$ cat config.mk
export PLATFORM = sky130hd
export DESIGN_NAME = mem_port_arbiter
export DESIGN_NICKNAME = d
export VERILOG_FILES = /design/src/rtl/mem_port_arbiter_pkg.sv /design/src/rtl/mem_port_arbiter.sv
export SDC_FILE = /design/constraint.sdc
export NUM_CORES = 1
export LEC_CHECK = 0
export CAP_MARGIN = 20
export CORE_ASPECT_RATIO = 0.5
export CORE_MARGIN = 4
export CORE_UTILIZATION = 44
export DETAILED_ROUTE_END_ITERATION = 7
export GPL_TIMING_DRIVEN = 0
export HOLD_SLACK_MARGIN = 0.15
export PLACE_DENSITY = 0.95
export SLEW_MARGIN = 20
export SYNTH_ARGS = -nofsm -noshare
export SYNTH_HDL_FRONTEND = slang
export SYNTH_SLANG_ARGS = --single-unit
export TNS_END_PERCENT = 1
$ cat constraint.sdc
create_clock -name clk -period 4.75 [get_ports clk]
set_clock_uncertainty 0.05 [all_clocks]
set_input_delay 0.475 -clock clk [delete_from_list [all_inputs] [get_ports clk]]
set_output_delay 0.475 -clock clk [all_outputs]
set_load 0.02 [all_outputs]
$ cat src/rtl/mem_port_arbiter_pkg.sv
// Shared definitions for the fetch/data memory port arbiter: FSM state
// encodings, access width codes and the registered bus request record.
package mem_port_arbiter_pkg;

  // Arbiter FSM states.
  localparam logic [1:0] ST_IDLE   = 2'd0;
  localparam logic [1:0] ST_BUSY_I = 2'd1;
  localparam logic [1:0] ST_BUSY_D = 2'd2;

  // Access width codes, matching funct3[1:0] of loads/stores.
  localparam logic [1:0] MEM_W_B = 2'd0;
  localparam logic [1:0] MEM_W_H = 2'd1;
  localparam logic [1:0] MEM_W_W = 2'd2;

  // Everything that is held stable on the memory bus for one transaction.
  typedef struct packed {
    logic [31:0] addr;
    logic [31:0] wdata;
    logic        write;
    logic [1:0]  width;
  } mem_req_t;

  // An instruction fetch is always a full-word read with no store data.
  function automatic mem_req_t fetch_req(input logic [31:0] addr);
    mem_req_t r;
    r.addr  = addr;
    r.wdata = 32'd0;
    r.write = 1'b0;
    r.width = MEM_W_W;
    return r;
  endfunction

endpackage

$ cat src/rtl/mem_port_arbiter.sv
// Shares one single-ported memory bus between instruction fetch and the
// load/store port. One transaction at a time; data has priority, bounded by
// a starvation counter so a waiting fetch is eventually served. A taken jump
// (flush_i) silences the response of an in-flight fetch without aborting it.
module mem_port_arbiter
  import mem_port_arbiter_pkg::*;
#(
  parameter int unsigned STARVE_LIMIT = 4
) (
  input  logic        clk,
  input  logic        rst_n,

  input  logic        ireq_valid_i,
  output logic        ireq_ready_o,
  input  logic [31:0] ireq_addr_i,
  output logic        irsp_valid_o,
  output logic [31:0] irsp_data_o,
  input  logic        flush_i,

  input  logic        dreq_valid_i,
  output logic        dreq_ready_o,
  input  logic [31:0] dreq_addr_i,
  input  logic [31:0] dreq_wdata_i,
  input  logic        dreq_write_i,
  input  logic [1:0]  dreq_width_i,
  output logic        drsp_valid_o,
  output logic [31:0] drsp_data_o,

  output logic        mem_req_o,
  output logic [31:0] mem_addr_o,
  output logic [31:0] mem_wdata_o,
  output logic        mem_write_o,
  output logic [1:0]  mem_width_o,
  input  logic        mem_ack_i,
  input  logic [31:0] mem_rdata_i
);

  localparam logic [3:0] STARVE_MAX = 4'(STARVE_LIMIT);

  logic [1:0]  state_reg,      state_next;
  logic [3:0]  starve_cnt_reg, starve_cnt_next;
  logic        drop_reg,       drop_next;
  mem_req_t    bus_reg,        bus_next;
  logic        mem_req_reg,    mem_req_next;
  logic        irsp_valid_reg, irsp_valid_next;
  logic [31:0] irsp_data_reg,  irsp_data_next;
  logic        drsp_valid_reg, drsp_valid_next;
  logic [31:0] drsp_data_reg,  drsp_data_next;

  logic is_idle;
  logic data_prio;
  logic fetch_ok;
  logic grant_d;
  logic grant_i;
  logic accept_d;
  logic accept_i;

  // Grant selection: data first while under the starvation limit, then an
  // unflushed fetch, then data as the fallback when fetch cannot go.
  always_comb begin
    is_idle   = (state_reg == ST_IDLE);
    data_prio = dreq_valid_i && (starve_cnt_reg < STARVE_MAX);
    fetch_ok  = ireq_valid_i && !flush_i;
    grant_d   = data_prio || (dreq_valid_i && !fetch_ok);
    grant_i   = !data_prio && fetch_ok;
    accept_d  = is_idle && grant_d;
    accept_i  = is_idle && grant_i;
  end

  assign dreq_ready_o = accept_d;
  assign ireq_ready_o = accept_i;

  // Next-state logic for the FSM, bus request, starvation counter and
  // response registers. Response valids are single-cycle pulses.
  always_comb begin
    state_next      = state_reg;
    starve_cnt_next = starve_cnt_reg;
    drop_next       = drop_reg;
    bus_next        = bus_reg;
    mem_req_next    = mem_req_reg;
    irsp_valid_next = 1'b0;
    irsp_data_next  = irsp_data_reg;
    drsp_valid_next = 1'b0;
    drsp_data_next  = drsp_data_reg;

    case (state_reg)
      ST_IDLE: begin
        drop_next = 1'b0;
        if (accept_d) begin
          bus_next.addr  = dreq_addr_i;
          bus_next.wdata = dreq_wdata_i;
          bus_next.write = dreq_write_i;
          bus_next.width = dreq_width_i;
          mem_req_next   = 1'b1;
          state_next     = ST_BUSY_D;
          // Only count data grants that actually made a fetch wait.
          if (ireq_valid_i) begin
            if (starve_cnt_reg < STARVE_MAX) begin
              starve_cnt_next = starve_cnt_reg + 4'd1;
            end else begin
              starve_cnt_next = STARVE_MAX;
            end
          end else begin
            starve_cnt_next = 4'd0;
          end
        end else if (accept_i) begin
          bus_next        = fetch_req(ireq_addr_i);
          mem_req_next    = 1'b1;
          state_next      = ST_BUSY_I;
          starve_cnt_next = 4'd0;
        end
      end

      ST_BUSY_I: begin
        if (flush_i) begin
          drop_next = 1'b1;
        end
        if (mem_ack_i) begin
          irsp_data_next  = mem_rdata_i;
          // A flush seen at any point of the fetch, ack cycle included,
          // kills its response.
          irsp_valid_next = !(drop_reg || flush_i);
          mem_req_next    = 1'b0;
          drop_next       = 1'b0;
          state_next      = ST_IDLE;
        end
      end

      ST_BUSY_D: begin
        if (mem_ack_i) begin
          drsp_data_next  = bus_reg.write ? 32'd0 : mem_rdata_i;
          drsp_valid_next = 1'b1;
          mem_req_next    = 1'b0;
          state_next      = ST_IDLE;
        end
      end

      default: begin
        mem_req_next = 1'b0;
        drop_next    = 1'b0;
        state_next   = ST_IDLE;
      end
    endcase
  end

  // State registers; reset abandons any transaction and clears every output.
  always_ff @(posedge clk or negedge rst_n) begin
    if (!rst_n) begin
      state_reg      <= ST_IDLE;
      starve_cnt_reg <= 4'd0;
      drop_reg       <= 1'b0;
      bus_reg        <= '0;
      mem_req_reg    <= 1'b0;
      irsp_valid_reg <= 1'b0;
      irsp_data_reg  <= 32'd0;
      drsp_valid_reg <= 1'b0;
      drsp_data_reg  <= 32'd0;
    end else begin
      state_reg      <= state_next;
      starve_cnt_reg <= starve_cnt_next;
      drop_reg       <= drop_next;
      bus_reg        <= bus_next;
      mem_req_reg    <= mem_req_next;
      irsp_valid_reg <= irsp_valid_next;
      irsp_data_reg  <= irsp_data_next;
      drsp_valid_reg <= drsp_valid_next;
      drsp_data_reg  <= drsp_data_next;
    end
  end

  assign mem_req_o    = mem_req_reg;
  assign mem_addr_o   = bus_reg.addr;
  assign mem_wdata_o  = bus_reg.wdata;
  assign mem_write_o  = bus_reg.write;
  assign mem_width_o  = bus_reg.width;
  assign irsp_valid_o = irsp_valid_reg;
  assign irsp_data_o  = irsp_data_reg;
  assign drsp_valid_o = drsp_valid_reg;
  assign drsp_data_o  = drsp_data_reg;

endmodule

==> reports/results.ini, run 1 <==
[routing]
vias=5045
via_per_inst=5.11
drc=0
avgRoutedWirePerCell_um=18.2
first_pass_iters=4
drt_wl_total_mm=18.0
ant_nets=0
drt_iter0_markers=330

[die]
boundaryPins=273
die_y_um=88.4
start_util=0.450
core_area_um2=12700
die_w_um=169
placementRows=29
dieArea_um2=14900

[synthesis]
yosys_register_bits=141
synth_area_leaders=dfrtp_1, mux2_2, a21oi_1
syn-cell-area_um2=5690
synth.net_count=654
yosys_warnings=0
synth_top_cell_area_share=0.620
synth_seq_area_share=0.620
synth_cells=513
synth.avg_cell_area_um2=11.1
yosysTopAreaCell=dfrtp_1
synth_cell_types=30

[critical_path]
cp_top_family=buffers and inverters
worstPathCellList=inv_1 > ha_1 > clkbuf_1 > nand2_1 > a21o_1 > buf_4 > inv_4 > buf_2 > clkdlybuf4s50_1
max_stage_delay_ns=0.64
critPathSlowestCell=clkdlybuf4s50_1
worstSetupStartpointType=flop
cp.arrival_ns=2.76
crit_required_ns=4.22
path_max_fanout=10
worst-path-buf-inv=6
endpoint_kind=output pin
criticalPathCategory=flop to output pin

[timing]
fmax_ghz=0.304
rsz0062_at_grt=false
worst_pin_slew_ns=0.645
slew_headroom=0.567
period_share=0.692
setup_ws_ns=1.46
final-setup-viol-count=0
finalHoldViolations=0
min_period_ns=3.29
timing.final.max_slew_violations=0

[place]
gp_congestion=0.798
dp_slack_ns=1.78
hpwl_mm=13.5
port_buffers=271

[finish]
final_nets=946
syn2layout_area_growth_pct=62.2
postLayoutCoreUtil=0.729
antenna_cells=0
drive_gt1_frac=0.0966

[power_and_ir_drop]
power_frac_clock=0.197
power.switching_uw=2550
peakVddDrop_mv=0.413
p_int_uw=4030
p_leak_uw=0.00403
p_comb_frac=0.486
finalPower_uw=6590
seqPwrFrac=0.317
switching_share=0.388
p_per_area_nw_per_um2=713

[clock_tree]
cts_inserted_buffers=17
clkSinkCount=141
htreeDepth=4
clkTransAtPathRegs_ns=0.06
cts_root_buf=clkbuf_16
cts_tree=done
cts_setup_buffers=0
clock_latency_ns=0.40
clock_path_buffers=2

[global_routing]
antenna_found_initial=0
grt_pass1_vias=5347
grt_max_degree=81
grt_overflow=0
grt_pass1_wl_mm=27.7
grtUsageTotal=0.237

[min_path]
hp-class=flop to flop

[status]
status=complete, no violations

[job]
cap_violations=0

through the flow:
step	setup TNS (ns)	hold slack [ns]	instances	cell area [um2]
2_1_floorplan	0	0.129	513	5690
3_3_place_gp	-325.79	0.372	954	8620
3_5_place_dp	0	0.385	955	8650
4_1_cts	0	0.386	988	9240
5_1_grt	0	0.407	988	9240
6_report	0	0.387	988	9240
Yosys cell counts:
cell type / instances
dfrtp_1: 141
nand2_1: 71
a21oi_1: 64
a22o_1: 36
o21ai_0: 35
nand2b_1: 34
nor2_1: 34
mux2_2: 32
clkbuf_1: 26
inv_1: 6
buf_4: 4
ha_1: 4
buf_2: 3
buf_6: 3
o21ai_1: 3
o21a_1: 2
o22a_1: 2
a211oi_1: 1
a21o_1: 1
a22oi_1: 1
and2_1: 1
buf_1: 1
inv_4: 1
nand3_1: 1
nor2b_1: 1
nor2b_4: 1
nor3_1: 1
o22ai_1: 1
o32ai_1: 1
or2_2: 1
area by class of cell:
class / count / area, um2
buffer: 37 / 180
clock buffer: 17 / 425
clock inverter: 15 / 150
fill: 848 / 3430
inverter: 7 / 28.8
multi-input combinational: 328 / 1960
sequential: 141 / 3530
tap: 170 / 213
timing repair buffer: 273 / 2760
final timing paths:
check / start / endpoint / slack (ns) / cells past startpoint
setup / recovery: state_reg[0] / dreq_ready_o / 1.46 / 9
hold / removal: drop_reg / irsp_valid_o / 0.39 / 1
setup reg to reg: state_reg[0] / mem_addr_o[7] / 2.60 / 7
hold reg to reg: drop_reg / irsp_valid_o / 0.39 / 1
max in group asynchronous: rst_n / starve_cnt_reg[0] / 3.32 / 3
min in group asynchronous: rst_n / drsp_data_o[6] / 0.56 / 2
routing by layer:
metal,part of all wire,up-vias,track usage
met5,0,-,0
met4,0.024,0,0.0928
met3,0.063,33,0.0585
met2,0.52,196,0.436
met1,0.39,2469,0.273
li1,-,2347,-
power by group through the flow:
stage	clock [uW]	combinational (uW)	sequential, uW
5_1_grt	1380	3410	2150
4_1_cts	1320	3240	2080
2_1_floorplan	0	957	2720
3_5_place_dp	0	3220	2100
6_report	1300	3200	2090
3_3_place_gp	0	3130	2060
kinds of logic (layout without fill, tap and decap cells):
logic type	after synthesis	count (layout)	synth area share
buffers and inverters	44	349	0.0367
multiplexers	32	32	0.0633
adder cells (fa/ha/maj)	4	4	0.00879
AO/OA/AOI/OAI	147	147	0.157
AND/OR/NAND/NOR	145	145	0.114
flip-flops	141	141	0.620
timing repair:
item	4_1_cts	5_1_grt
setup endpoints to repair	0	0
endpoints found under the hold margin	61	0
gates resized for setup	0	0
hold buffers	1	0
cell usage in the layout (no fill, tap or decap), drive strengths merged, types with 2 or more instances in the layout:
| cell type | count |
|---|---|
| o21a | 2 |
| clkinvlp | 4 |
| inv | 15 |
| clkinv | 2 |
| ha | 4 |
| clkbuf | 43 |
| a22o | 36 |
| dfrtp | 141 |
| nor2b | 2 |
| buf | 13 |
| nand2 | 71 |
| nor2 | 34 |
| clkdlybuf4s50 | 270 |
| nand2b | 34 |
| o21ai | 38 |
| mux2 | 32 |
| a21oi | 64 |
| o22a | 2 |
No activity file was read; power rests on OpenSTA's default activity.
==> inputs of run 2 (changes only) <==
CORE_UTILIZATION = 41   (was 44)
PLACE_DENSITY = 0.91   (was 0.95)
clock period = 3.1 ns   (was 4.75 ns; I/O delays follow)
==> run 2 against run 1 <==
  * Wire length is 1.2% lower
  * Flip-flop and latch count stayed put
  * Hold slack got worse by 0.016 ns
  * Critical path type unchanged
==> reports/results.ini, run 2 (same netlist as run 1, synthesis figures left out) <==
[clock_tree]
cts_root_buf=clkbuf_16
htreeDepth=4
clkTransAtPathRegs_ns=0.06
clkSinkCount=141
clock_latency_ns=0.40
cts_inserted_buffers=17
cts_tree=done
clock_path_buffers=2
cts_setup_buffers=0

[routing]
first_pass_iters=4
avgRoutedWirePerCell_um=17.7
via_per_inst=4.93
vias=4968
drc=0
ant_nets=0
drt_wl_total_mm=17.8
drt_iter0_markers=265

[timing]
holdWs_ns=0.371
timing.final.max_slew_violations=0
worst_pin_slew_ns=0.713
slew_headroom=0.521
finalHoldViolations=0
period_share=0.932
setup_ws_ns=0.209
fmax_ghz=0.346
min_period_ns=2.89
final-setup-viol-count=0
rsz0062_at_grt=false

[critical_path]
cp.arrival_ns=2.53
path_max_fanout=10
endpoint_kind=output pin
reg2reg_slack_ns=1.15
crit_required_ns=2.74
worstSetupStartpointType=flop
criticalPathCategory=flop to output pin

[finish]
area.sequential_um2=3530
drive_gt1_frac=0.0957
design_area_um2=9300
final_cell_mix=clkdlybuf4s50_1, dfrtp_1, nand2_1
antenna_cells=0
final_nets=945
mostFrequentLayoutCell=clkdlybuf4s50_1
syn2layout_area_growth_pct=63.4
multi_input_area_um2=1960
fillers=998

[power_and_ir_drop]
p_per_area_nw_per_um2=1100
peakVddDrop_mv=0.640
p_leak_uw=0.00405

[global_routing]
grt_pass1_vias=5356
met1_usage=0.268
antenna_found_initial=0
grtUsageTotal=0.224
use_met3=0.0607
grt_overflow=0
top_usage_layer=met2
grt_max_degree=83
grt_pass1_wl_mm=28.6
met2_usage=0.393

[die]
start_util=0.420
dieArea_um2=15900
boundaryPins=273
core_area_um2=13600
die_y_um=91.3
placementRows=30
die_w_um=175

[min_path]
hp-class=input pin to flop

[place]
dp_slack_ns=0.460
port_buffers=271
hpwl_mm=13.1
place_area_um2=8680
gp_congestion=0.808

[status]
status=complete, no violations

[job]
cap_violations=0

## run 2: power by group
part / switching [uW] / internal, uW / total [uW]
Sequential: 495 / 2700 / 3200
Clock: 809 / 1350 / 2160
Combinational: 2530 / 2350 / 4880
## run 2: area by class of cell
class,instances,share of cell area
Sequential cell,141,0.379
Timing Repair Buffer,273,0.296
Multi-Input combinational cell,328,0.210
Clock buffer,17,0.0457
Tap cell,192,0.0258
Clock inverter,13,0.0206
Buffer,36,0.0190
Inverter,7,0.00309
## run 2: repair_timing
item	4_1_cts	5_1_grt
resized for setup	0	1
setup endpoints to repair	0	1
hold endpoints to repair	81	0
hold buffers	1	0
## run 2: metrics by stage
stage | setup TNS (ns) | utilization | power (uW) | instances
after CTS | 0 | 0.687 | 10300 | 1008
after floorplan | 0 | - | 5640 | 513
final | 0 | 0.687 | 10200 | 1007
after detailed placement | 0 | 0.640 | 8110 | 977
after global routing | 0 | 0.687 | 10800 | 1007
after global placement | -544.44 | 0.638 | 7940 | 976
## run 2: final timing paths
| check | from | endpoint | depth (start not counted) |
|---|---|---|---|
| hold / removal | dreq_valid_i | state_reg[0] | 3 |
| setup reg to reg | state_reg[0] | mem_addr_o[0] | 6 |
| max in group asynchronous | rst_n | mem_addr_o[6] | 3 |
| min in group asynchronous | rst_n | drsp_data_o[13] | 2 |
| hold reg to reg | drop_reg | irsp_valid_o | 1 |
| setup / recovery | state_reg[0] | dreq_ready_o | 8 |
## run 2: worst max-delay path, stage by stage, from the launching register on
cell and delay, ns:
dfrtp_1 0.40, inv_1 0.12, ha_2 0.25, nand2_1 0.07, a21o_1 0.17, buf_4 0.16, inv_4 0.09, buf_2 0.23
clkdlybuf4s50_1 0.64
## run 2: layer usage
| layer | routed length (um) | vias up | part of all wire |
|---|---|---|---|
| met5 | 0 | - | 0 |
| met1 | 7150 | 2419 | 0.40 |
| li1 | - | 2337 | - |
| met3 | 1010 | 37 | 0.057 |
| met4 | 407 | 0 | 0.023 |
| met2 | 9230 | 175 | 0.52 |
==> inputs of run 3 (changes only) <==
PLACE_DENSITY = 0.81   (was 0.91)
==> run 3 against run 2 <==
  * Setup slack better by 0.11 ns
  * Final area shrank 0.65%
  * Hold slack worse by 0.017 ns
  * Maximum frequency up 3.8%
  * Wire length is 2.9% lower
  * Sequential share of layout area up 0.25 points
  * Combinational power about the same
  * Sequential power barely moved
  * Power is 2.6% lower
  * Non-clock buffer count rose by 1
  * Count of clock-buffer cells in the layout stayed put
  * Die area stayed put
  * Critical endpoint is now ireq_ready_o
==> reports/results.ini, run 3 (same netlist as run 1, synthesis figures left out) <==
[routing]
vias=4888
drt_iter0_markers=263
avgRoutedWirePerCell_um=17.1
drc=0
drt_wl_total_mm=17.3
ant_nets=0
first_pass_iters=6
via_per_inst=4.84

[power_and_ir_drop]
p_comb_frac=0.489
finalPower_uw=9970
peakVddDrop_mv=0.461
p_int_uw=6100
power_frac_clock=0.192
p_leak_uw=0.00403
switching_share=0.388
power.switching_uw=3870
seqPwrFrac=0.319
p_per_area_nw_per_um2=1080

[global_routing]
met1_usage=0.252
grt_pass1_vias=5132
use_met3=0.0607
grt_max_degree=74
grt_pass1_wl_mm=27.5
antenna_found_initial=0
grtUsageTotal=0.216
met2_usage=0.388
grt_overflow=0
top_usage_layer=met2

[finish]
antenna_cells=0
final_nets=946
area.sequential_um2=3530
multi_input_area_um2=1960
fillers=1028
syn2layout_area_growth_pct=62.4
drive_gt1_frac=0.0966
stdcell_count=1010
final_cell_mix=clkdlybuf4s50_1, dfrtp_1, nand2_1
mostFrequentLayoutCell=clkdlybuf4s50_1

[critical_path]
path_max_fanout=7
worstSetupStartpointType=flop
max_stage_delay_ns=0.69
endpoint_kind=output pin
cp_common_cell=inv_1
worst-path-buf-inv=4
cp.arrival_ns=2.43
worstPathCellList=inv_1 > ha_1 > clkbuf_1 > inv_1 > a211oi_1 > clkdlybuf4s50_1
cp_top_family=buffers and inverters
crit_required_ns=2.74
critPathSlowestCell=clkdlybuf4s50_1
criticalPathCategory=flop to output pin
worst-path-stages=6
worst-r2r-cell-count=7

[clock_tree]
cts_tree=done
cts_root_buf=clkbuf_16
clock_latency_ns=0.41
htreeDepth=4
cts_inserted_buffers=17
clkTransAtPathRegs_ns=0.06
clock_path_buffers=2
clkSinkCount=141

[min_path]
hp-class=input pin to flop
whs_path_depth=3

[timing]
min_period_ns=2.79
fmax_ghz=0.359
period_share=0.898
rsz0062_at_grt=false
finalHoldViolations=0
timing.final.max_slew_violations=0
slew_headroom=0.568
final-setup-viol-count=0
worst_pin_slew_ns=0.643
setup_ws_ns=0.315

[job]
cap_violations=0

[die]
dieArea_um2=15900
die_y_um=91.3
start_util=0.420
die_w_um=175
core_area_um2=13600
placementRows=30
boundaryPins=273

[place]
gp_congestion=0.834
dp_slack_ns=0.451
port_buffers=271
hpwl_mm=12.9
dp.cells=977

[status]
status=complete, no violations

## run 3: path summary, 6_finish.rpt
check / slack (ns) / endpoint / startpoint
min in group asynchronous: 0.39 / irsp_data_o[7] / rst_n
hold reg to reg: 0.39 / irsp_valid_o / drop_reg
setup reg to reg: 1.02 / mem_addr_o[29] / state_reg[0]
max in group asynchronous: 1.86 / mem_addr_o[1] / rst_n
setup / recovery: 0.31 / ireq_ready_o / state_reg[0]
hold / removal: 0.35 / state_reg[0] / dreq_valid_i
## run 3: through the flow
| stage | cell area (um2) | setup TNS, ns | hold WS (ns) | util |
|---|---|---|---|---|
| 5_1_grt | 9240 | 0 | 0.354 | 0.682 |
| 3_3_place_gp | 8650 | -570.79 | 0.371 | 0.638 |
| 3_5_place_dp | 8680 | 0 | 0.260 | 0.640 |
| 2_1_floorplan | 5690 | 0 | -0.0356 | - |
| 6_report | 9240 | 0 | 0.354 | 0.682 |
| 4_1_cts | 9240 | 0 | 0.338 | 0.682 |
## run 3: power groups by stage
stage	sequential [uW]	clock (uW)	combinational [uW]
2_1_floorplan	4170	0	1470
5_1_grt	3290	2030	5200
4_1_cts	3190	1950	4930
3_5_place_dp	3210	0	4900
3_3_place_gp	3150	0	4820
6_report	3180	1910	4870
## run 3: worst register-to-register path: cells and delay by family (launching register included)
family,cells,cell delay (ns)
buffers and inverters,3,0.71
DFF,1,0.38
AOI/OAI and AO/OA,3,0.67
adders and majority gates,1,0.21
## run 3: cell type report
class / instances / area share
tap: 192 / 0.0260
sequential: 141 / 0.382
timing repair buffer: 273 / 0.298
inverter: 7 / 0.00311
clock buffer: 17 / 0.0460
buffer: 37 / 0.0195
multi-input combinational: 328 / 0.212
clock inverter: 15 / 0.0138
## run 3: routing by layer
| layer | part of all wire | routed length, um |
|---|---|---|
| met3 | 0.062 | 1070 |
| met4 | 0.016 | 274 |
| met5 | 0 | 0 |
| met2 | 0.53 | 9170 |
| met1 | 0.39 | 6770 |
## run 3: repair_timing
action                                 in CTS  in global routing
hold buffers                                1                  0
setup endpoints to repair                   0                  1
resized for setup                           0                  1
setup buffers                               0                  0
endpoints found under the hold margin      68                  0
